`config.mk`:
```
export PLATFORM = sky130hd
export DESIGN_NAME = ats_mc
export DESIGN_NICKNAME = d
export VERILOG_FILES = /design/src/rtl/ats_mc.sv
export SDC_FILE = /design/constraint.sdc
export NUM_CORES = 1
export LEC_CHECK = 0
export BUFFER_PORTS_ARGS = -buffer_cell sky130_fd_sc_hd__buf_2
export CORE_MARGIN = 10
export CORE_UTILIZATION = 50
export CTS_BUF_LIST = sky130_fd_sc_hd__clkbuf_4 sky130_fd_sc_hd__clkbuf_8 sky130_fd_sc_hd__clkbuf_16
export CTS_CLUSTER_SIZE = 28
export DETAILED_ROUTE_END_ITERATION = 12
export PLACE_DENSITY = 0.67
export SYNTH_ARGS = -nofsm -noshare
export SYNTH_HDL_FRONTEND = slang
export SYNTH_SLANG_ARGS = --single-unit
```
`constraint.sdc`:
```
create_clock -name clk -period 4.4 [get_ports clk]
set_input_delay 0.66 -clock clk [delete_from_list [all_inputs] [get_ports clk]]
set_output_delay 0.66 -clock clk [all_outputs]
set_load 0.01 [all_outputs]
```
`src/rtl/ats_mc.sv`:
```
// ats_mc: queued arithmetic engine (add/sub/shift-add mul/pass) behind a DEPTH-entry request FIFO.
// Build option: define ATS_SAT_EN to clamp out-of-range results instead of wrapping.
module ats_mc #(
   parameter int unsigned W     = 16,
   parameter int unsigned DW    = 24,
   parameter int unsigned DEPTH = 4
) (
   input  logic          clk,
   input  logic          reset,
   input  logic          req,
   input  logic [W-1:0]  ctrlA,
   input  logic [W-1:0]  ctrlB,
   output logic          ready,
   output logic [1:0]    stat,
   output logic [DW-1:0] data
);
   localparam int unsigned AW = (DEPTH > 1) ? $clog2(DEPTH) : 1;
   localparam int unsigned CW = AW + 1;
   localparam int unsigned BW = W - 2;
   localparam int unsigned NW = (BW > 1) ? $clog2(BW) : 1;
   // Wide enough for a full W x (W-2) product and for any DW.
   localparam int unsigned XW = (DW > 2 * W) ? DW : 2 * W;

   localparam logic [1:0] OpAdd = 2'b00;
   localparam logic [1:0] OpSub = 2'b01;
   localparam logic [1:0] OpMul = 2'b10;

   typedef enum logic [1:0] {StIdle, StExec, StDone} state_e;

   state_e            state_q, state_d;
   logic [2*W-1:0]    mem_q [DEPTH];
   logic [AW-1:0]     wptr_q, rptr_q;
   logic [CW-1:0]     cnt_q;
   logic [1:0]        opc_q;
   logic [W-1:0]      opa_q;
   logic [BW-1:0]     mplier_q;
   logic [XW-1:0]     mcand_q, acc_q;
   logic [NW-1:0]     step_q;
   logic [DW-1:0]     data_q;
   logic              ovf_q, drop_q;

   logic              push, pop, fin, under, ovf, err;
   logic [2*W-1:0]    head;
   logic [XW-1:0]     acc_nxt, full;
   logic [DW-1:0]     res;

   assign ready   = (cnt_q < CW'(DEPTH));
   assign push    = req && ready;
   assign pop     = (state_q != StExec) && (cnt_q != '0);
   assign head    = mem_q[rptr_q];
   assign acc_nxt = acc_q + (mplier_q[0] ? mcand_q : '0);
   assign data    = data_q;

   always_comb begin
      state_d = state_q;
      fin     = 1'b0;
      case (state_q)
         StIdle: if (pop) state_d = StExec;
         StExec: begin
            if (opc_q != OpMul || step_q == NW'(BW - 1)) begin
               fin     = 1'b1;
               state_d = StDone;
            end
         end
         StDone:  state_d = pop ? StExec : StIdle;
         default: state_d = StIdle;
      endcase
   end

   always_comb begin
      full  = '0;
      under = 1'b0;
      case (opc_q)
         OpAdd: full = XW'(opa_q) + XW'(mplier_q);
         OpSub: begin
            full  = XW'(opa_q) - XW'(mplier_q);
            under = (opa_q < {2'b00, mplier_q});
         end
         OpMul:   full = acc_nxt;
         default: full = XW'(opa_q);
      endcase
      // A negative difference sets upper bits too, so sub is flagged only by under.
      ovf = (opc_q != OpSub) && ((full >> DW) != '0);
      err = ovf || under;
`ifdef ATS_SAT_EN
      if (under)    res = '0;
      else if (ovf) res = '1;
      else          res = full[DW-1:0];
`else
      res = full[DW-1:0];
`endif
   end

   always_comb begin
      stat = 2'b00;
      if (drop_q) stat = 2'b11;
      else begin
         case (state_q)
            StExec:  stat = 2'b01;
            StDone:  stat = ovf_q ? 2'b11 : 2'b10;
            default: stat = 2'b00;
         endcase
      end
   end

   always_ff @(posedge clk) begin
      if (push && !reset) mem_q[wptr_q] <= {ctrlA, ctrlB};
   end

   always_ff @(posedge clk) begin
      if (reset) begin
         state_q  <= StIdle;
         wptr_q   <= '0;
         rptr_q   <= '0;
         cnt_q    <= '0;
         opc_q    <= '0;
         opa_q    <= '0;
         mplier_q <= '0;
         mcand_q  <= '0;
         acc_q    <= '0;
         step_q   <= '0;
         data_q   <= '0;
         ovf_q    <= 1'b0;
         drop_q   <= 1'b0;
      end else begin
         state_q <= state_d;
         drop_q  <= req && !ready;
         cnt_q   <= cnt_q + CW'(push) - CW'(pop);
         if (push) wptr_q <= wptr_q + AW'(1);
         if (pop) begin
            rptr_q   <= rptr_q + AW'(1);
            opa_q    <= head[2*W-1:W];
            opc_q    <= head[W-1:W-2];
            mplier_q <= head[BW-1:0];
            mcand_q  <= XW'(head[2*W-1:W]);
            acc_q    <= '0;
            step_q   <= '0;
         end else if (state_q == StExec) begin
            acc_q    <= acc_nxt;
            mcand_q  <= mcand_q << 1;
            mplier_q <= mplier_q >> 1;
            step_q   <= step_q + NW'(1);
         end
         if (fin) begin
            data_q <= res;
            ovf_q  <= err;
         end
      end
   end
endmodule
```
Word-level counts from Yosys, hierarchy flattened
Memory sizes are Yosys's and may differ from the RTL's. A register that Yosys moved wholly into a read port is not among the register bits.
Index checks and enable logic that the tools add are counted.
{"block": "classes", "add_sub_neg": 8, "order_cmp": 2, "n_eq_ne": 10, "mux": 20, "reduce_logical": 16}
{"cell": "$pmux W32 S3", "count": 1}
{"cell": "$add A32 B32 Y32", "count": 1}
{"cell": "$mux W16", "count": 2}
{"cell": "$mux W32", "count": 1}
{"cell": "$reduce_bool A32 Y1", "count": 1}
{"cell": "$mux W14", "count": 2}
{"cell": "$add A16 B14 Y17", "count": 1}
{"cell": "$sub A16 B14 Y17", "count": 1}
{"cell": "$lt A16 B14 Y1", "count": 1}
{"cell": "$mux W2", "count": 5}
{"cell": "$mux W1", "count": 7}
{"cell": "$ne A2 B2 Y1 const B", "count": 3}
{"cell": "$pmux W2 S3", "count": 1}
{"cell": "$logic_and A1 B1 Y1", "count": 5}
{"cell": "$add A2 B1 Y2 const B", "count": 2}
{"cell": "$add A4 B1 Y4 const B", "count": 1}
{"cell": "$eq A2 B1 Y1 const B", "count": 2}
{"cell": "$eq A2 B2 Y1 const B", "count": 2}
{"cell": "$eq A4 B4 Y1 const B", "count": 1}
{"cell": "$logic_not A2 Y1", "count": 2}
{"cell": "$ne A2 B1 Y1 const B", "count": 2}
{"cell": "$pmux W2 S2", "count": 1}
{"cell": "$add A3 B1 Y3", "count": 1}
{"cell": "$lt A3 B3 Y1 const B", "count": 1}
{"cell": "7 further kinds", "count": 9}
{"block": "totals", "register_bits": 135, "ramBits": 128, "inputBits": 35, "output_inout_bits": 27, "wordCells": 71, "n_memories": 1}
{"name": "mem_q", "words": 4, "word_bits": 32, "read_ports": 1, "rd_ports_with_merged_regs": 1, "wr": 1, "line_no": "31", "rtl": "logic [2*W-1:0] mem_q [DEPTH];"}

Depth between registers and ports, before layout
{"block": "depth", "depth_word": 6, "depth_mapped": 14, "mapped_depth_nobuf": 13}

Least setup slack after synthesis
Ideal clock, no wire load.
{"block": "synth_timing", "path_type": "reg-to-reg", "startpoint": "register mplier_q[0]", "endpoint": "register ovf_q", "setup_ns": 0.134, "arrival_ns": 3.315, "required_ns": 4.266, "path_slack_ns": 0.951, "stages_incl_launch_ff": 14, "path_buffers": 1, "synth_period_minus_slack_ns": 3.449, "cell_sequence": "dfxtp_1 -> clkbuf_1 -> and2_1 -> ha_1 -> fa_1 -> a211o_1 -> a2111oi_2 -> o21ai_0 -> o2111ai_1 -> a31oi_1 -> a21oi_1 -> xnor2_1 -> nor4_1 -> a311oi_1"}
{"block": "synth_between", "elab_chain_len": 6, "elab_cells_between_ends": 9, "classes_between": "add/sub (2); order compare (1); mux (3); reduce/logical (3)"}
{"element": "start: declaration", "line_no": "36", "rtl": "logic [BW-1:0] mplier_q;"}
{"element": "start signal: assignment", "line_no": "134", "rtl": "mplier_q <= head[BW-1:0];"}
{"element": "start signal: assignment", "line_no": "141", "rtl": "mplier_q <= mplier_q >> 1;"}
{"element": "$mux W32", "line_no": "51", "rtl": "assign acc_nxt = acc_q + (mplier_q[0] ? mcand_q : '0);"}
{"element": "$add A32 B32 Y32", "line_no": "51"}
{"element": "$pmux W32 S3", "line_no": "73", "rtl": "case (opc_q)"}
{"element": "$reduce_bool A32 Y1", "line_no": "83", "rtl": "ovf = (opc_q != OpSub) && ((full >> DW) != '0);"}
{"element": "$logic_and A1 B1 Y1", "line_no": "83"}
{"element": "$logic_or A1 B1 Y1 (*)", "line_no": "84", "rtl": "err = ovf || under;"}
{"element": "end signal: assignment", "line_no": "146", "rtl": "ovf_q <= err;"}
{"element": "end: declaration", "line_no": "40", "rtl": "logic ovf_q, drop_q;"}
Every way passes the cells marked *; elsewhere a longest branch is shown, timed or not.
A chain may end at the register's enable or synchronous reset.

Worst setup path after layout
Ends and elaborated chain as after synthesis.

==> impl_metrics.tcl <==
set metrics [dict create \
    synth_seq_cells 265 \
    irDropWorstVdd_v 0.0003715 \
    area_growth_syn_to_layout_pct 11.51 \
    grt_usage_pct 18.32 \
    rows 60 \
    numPortBuffers 61 \
    synth_top_family_by_area "compound AO/OA/AOI/OAI gates" \
    detail_route.wl_per_cell_um 18.67 \
    cts_hold_buf 0 \
    postSynth.asyncResetShare_pct 0 \
    grt_pass1_wl_um 50630 \
    fin_crit_ns 3.891 \
    fin_total_pwr_mw 9.483 \
    arrival_ns 4.30 \
    clock_path_buffers 3 \
    antennaDiodeCount 0 \
    firstDrtPassIters 7 \
    cts_root_buf "clkbuf_16" \
    drive_gt1_share_pct 13.68 \
    synth_edf_count 128 \
    synth_mux_area_share_pct 9.640 \
    path_max_fanout 31 \
    seq_area_frac_synth_pct 48.47 \
    core_mm2 0.02688 \
    synth-main-ff-cell "dfxtp_1" \
    gp_congestion 0.8853 \
    status "complete, no violations" \
    min_path_type "in2reg" \
    nNetsFinal 1451 \
    timing.setup.tns_ns 0 \
    synth_adder_area_share_pct 7.311 \
    drt_iter0_drc 551 \
    post-cts-setup-buffers 0 \
    max_freq_ghz 0.2570 \
    drv_slew 0 \
    io_pins 62 \
    min_period_over_period_pct 88.44 \
    synth_area_per_cell_um2 10.42 \
    syn-cell-area_mm2 0.01359 \
    clock_skew_ns 0.009326 \
    synthSimpleGateAreaFrac_pct 13.32 \
    cap_violations 0 \
    cts_made_buffers 29 \
    vias 9702 \
    endpoint_kind "flip-flop" \
    slew_headroom_pct 25.33 \
    vias_per_cell 5.704 \
    met1_usage_pct 26.03 \
    finalHoldViolations 0 \
    grt_max_degree 81 \
    yosys_warnings 0 \
    gr-usage-met3_pct 2.449 \
    antenna_left 0 \
    crit_type "reg2reg" \
    synth.net_count 1416 \
    power_density_mw_per_mm2 625.8 \
    insertion_delay_ns 0.56 \
    grt_use_met2_pct 28.88 \
    finalWirelength_um 31750 \
    cp-start-kind "flip-flop" \
    fp.dieH_um 184.9 \
    dieWidth_um 184.9 \
    synthCells 1304 \
    clk_pin_slew_ns 0.06 \
    p_leak_nw 5.820 \
    design.die.area_mm2 0.03417 \
    worstMarginPinSlew_ns 1.120 \
    antenna_found_initial 0 \
    rsz0062_at_grt "false" \
    cts_tree "yes" \
    place_hpwl_um 22390 \
    synth.distinct_cells 63 \
    synth_xor_area_share_pct 3.029 \
    start_util_pct 50.56 \
    htreeDepth 1 \
    overflow 0 \
    cts_num_sinks 265 \
    cts-resized-gates 0 \
    setup_violations 0 \
    grt_busiest_layer "met2" \
    drc 0 \
    cp_data_required_time_ns 4.80 \
    grt_pass1_vias 9375 \
    synth_compound_area_share_pct 14.96 \
]
==> path summary, 6_finish.rpt <==
path,start,end,slack (ns),cells after the start
setup / recovery,mplier_q[0],ovf_q,0.51,12
hold / removal,ctrlA[9],mem_q[0][25],0.32,1
hold reg to reg,data[6],data[6],0.45,2
setup reg to reg,mplier_q[0],ovf_q,0.51,12
==> metrics by stage <==
step | instances | cell area (um^2) | setup slack [ns] | hold slack, ns | util (%)
floorplan | 1304 | 13590 | 0.9509 | 0.4436 | -
global route | 1701 | 15150 | 0.05663 | 0.3022 | 56.38
detailed placement | 1649 | 14190 | 0.5606 | 0.4451 | 52.80
global placement | 1649 | 14190 | 0.5636 | 0.4443 | 52.80
CTS | 1701 | 15150 | 0.5180 | 0.2921 | 56.38
finish | 1701 | 15150 | 0.5085 | 0.3165 | 56.38
==> cells in the mapped netlist (all sizes together) (6+ instances only) <==
| master | count | area share, % |
|---|---|---|
| o21ai | 67 | 2.5 |
| a21o | 19 | 1.0 |
| nor2b | 29 | 1.3 |
| nand3 | 11 | 0.41 |
| dfxtp | 137 | 20 |
| inv | 44 | 1.2 |
| ha | 73 | 6.7 |
| a31oi | 13 | 0.60 |
| xor2 | 16 | 1.0 |
| nand2 | 108 | 3.0 |
| mux2i | 51 | 3.8 |
| nand2b | 10 | 0.46 |
| nand4 | 7 | 0.32 |
| buf | 13 | 0.37 |
| o21bai | 6 | 0.33 |
| a211oi | 46 | 2.5 |
| edfxtp | 128 | 28 |
| clkbuf | 61 | 1.7 |
| or2 | 7 | 0.32 |
| a21oi | 100 | 3.7 |
| nor2 | 143 | 4.0 |
| and2 | 37 | 1.7 |
| xnor2 | 31 | 2.0 |
| nor3 | 19 | 0.70 |
| o211ai | 12 | 0.66 |
| mux4 | 33 | 5.5 |
| o21a | 7 | 0.39 |
==> critical path, cell delays in order, from the launching register on <==
cell	delay [ns]
dfxtp_1	0.35
buf_4	0.23
and2_1	0.21
fa_1	0.45
a211o_1	0.35
a2111oi_2	0.44
o21ai_0	0.22
o2111ai_1	0.41
a31oi_1	0.29
o21ai_0	0.28
xnor2_1	0.12
nor4_1	0.25
a311oi_1	0.13
==> per-layer routing <==
metal | share of wire [%] | up-vias
met1 | 49 | 4613
li1 | - | 4810
met5 | 0 | -
met2 | 44 | 238
met4 | 2.1 | 0
met3 | 4.7 | 41
==> cells in the final DEF (no fill, tap or decap), types with 4 or more instances in the layout <==
cell | netlist | routed
a211o_1 | 4 | 4
a211oi_1 | 46 | 46
a21o_1 | 19 | 19
a21oi_1 | 100 | 100
a31o_2 | 4 | 4
a31oi_1 | 13 | 13
and2_1 | 37 | 37
and3_1 | 4 | 4
buf_2 | 1 | 61
buf_4 | 0 | 17
clkbuf_16 | 0 | 29
clkbuf_4 | 0 | 10
clkbuf_8 | 0 | 4
dfxtp_1 | 137 | 136
edfxtp_1 | 128 | 128
fa_1 | 4 | 4
ha_1 | 73 | 72
inv_1 | 44 | 44
mux2_2 | 5 | 5
mux2i_1 | 51 | 51
mux4_2 | 33 | 33
nand2_1 | 108 | 108
nand2b_1 | 10 | 9
nand3_1 | 11 | 11
nand4_1 | 7 | 7
nor2_1 | 142 | 142
nor2b_1 | 29 | 29
nor3_1 | 19 | 18
o211ai_1 | 12 | 12
o21a_1 | 7 | 7
o21ai_0 | 67 | 67
o21bai_1 | 6 | 6
o22ai_1 | 4 | 4
o31ai_1 | 5 | 5
or2_2 | 7 | 7
or3_1 | 5 | 5
xnor2_1 | 31 | 31
xor2_1 | 16 | 16
==> report_power, final <==
| group | leakage [nW] | internal (mW) | switching [mW] | total, mW |
|---|---|---|---|---|
| Combinational | 3.06 | 1.50 | 2.20 | 3.70 |
| Sequential | 2.28 | 2.98 | 0.377 | 3.36 |
| Clock | 0.487 | 1.46 | 0.961 | 2.42 |
| Total | 5.82 | 5.94 | 3.54 | 9.48 |
==> kinds of logic (layout without fill, tap and decap cells) <==
family                     Yosys count  in the layout
xor gates and xnor gates            47             47
adders and majority gates           77             77
AOI/OAI and AO/OA                  316            316
and+or+nand+nor                    392            392
buffers and inverters              118            174
muxes                               89             89
DFF                                265            265
==> cell type report <==
type | count | area, um^2
fill | 2336 | 11720
inverter | 44 | 165.2
sequential | 265 | 6588
clock buffer | 43 | 855.8
clock inverter | 9 | 106.4
multi-input combinational | 921 | 6579
tap | 341 | 426.7
timing repair buffer | 78 | 432.9
==> state kept, by name (all words and copies together), names as in the netlist, named ones only <==
signal and cells:
cnt_q 3, acc_q 32, rptr_q 2, data 24
mplier_q 14, step_q 4, state_q 2, opa_q 16
mem_q 128, drop_q 1, wptr_q 2, ovf_q 1
opc_q 2, mcand_q 32
Note: power is estimated with default switching activity, not from simulation.
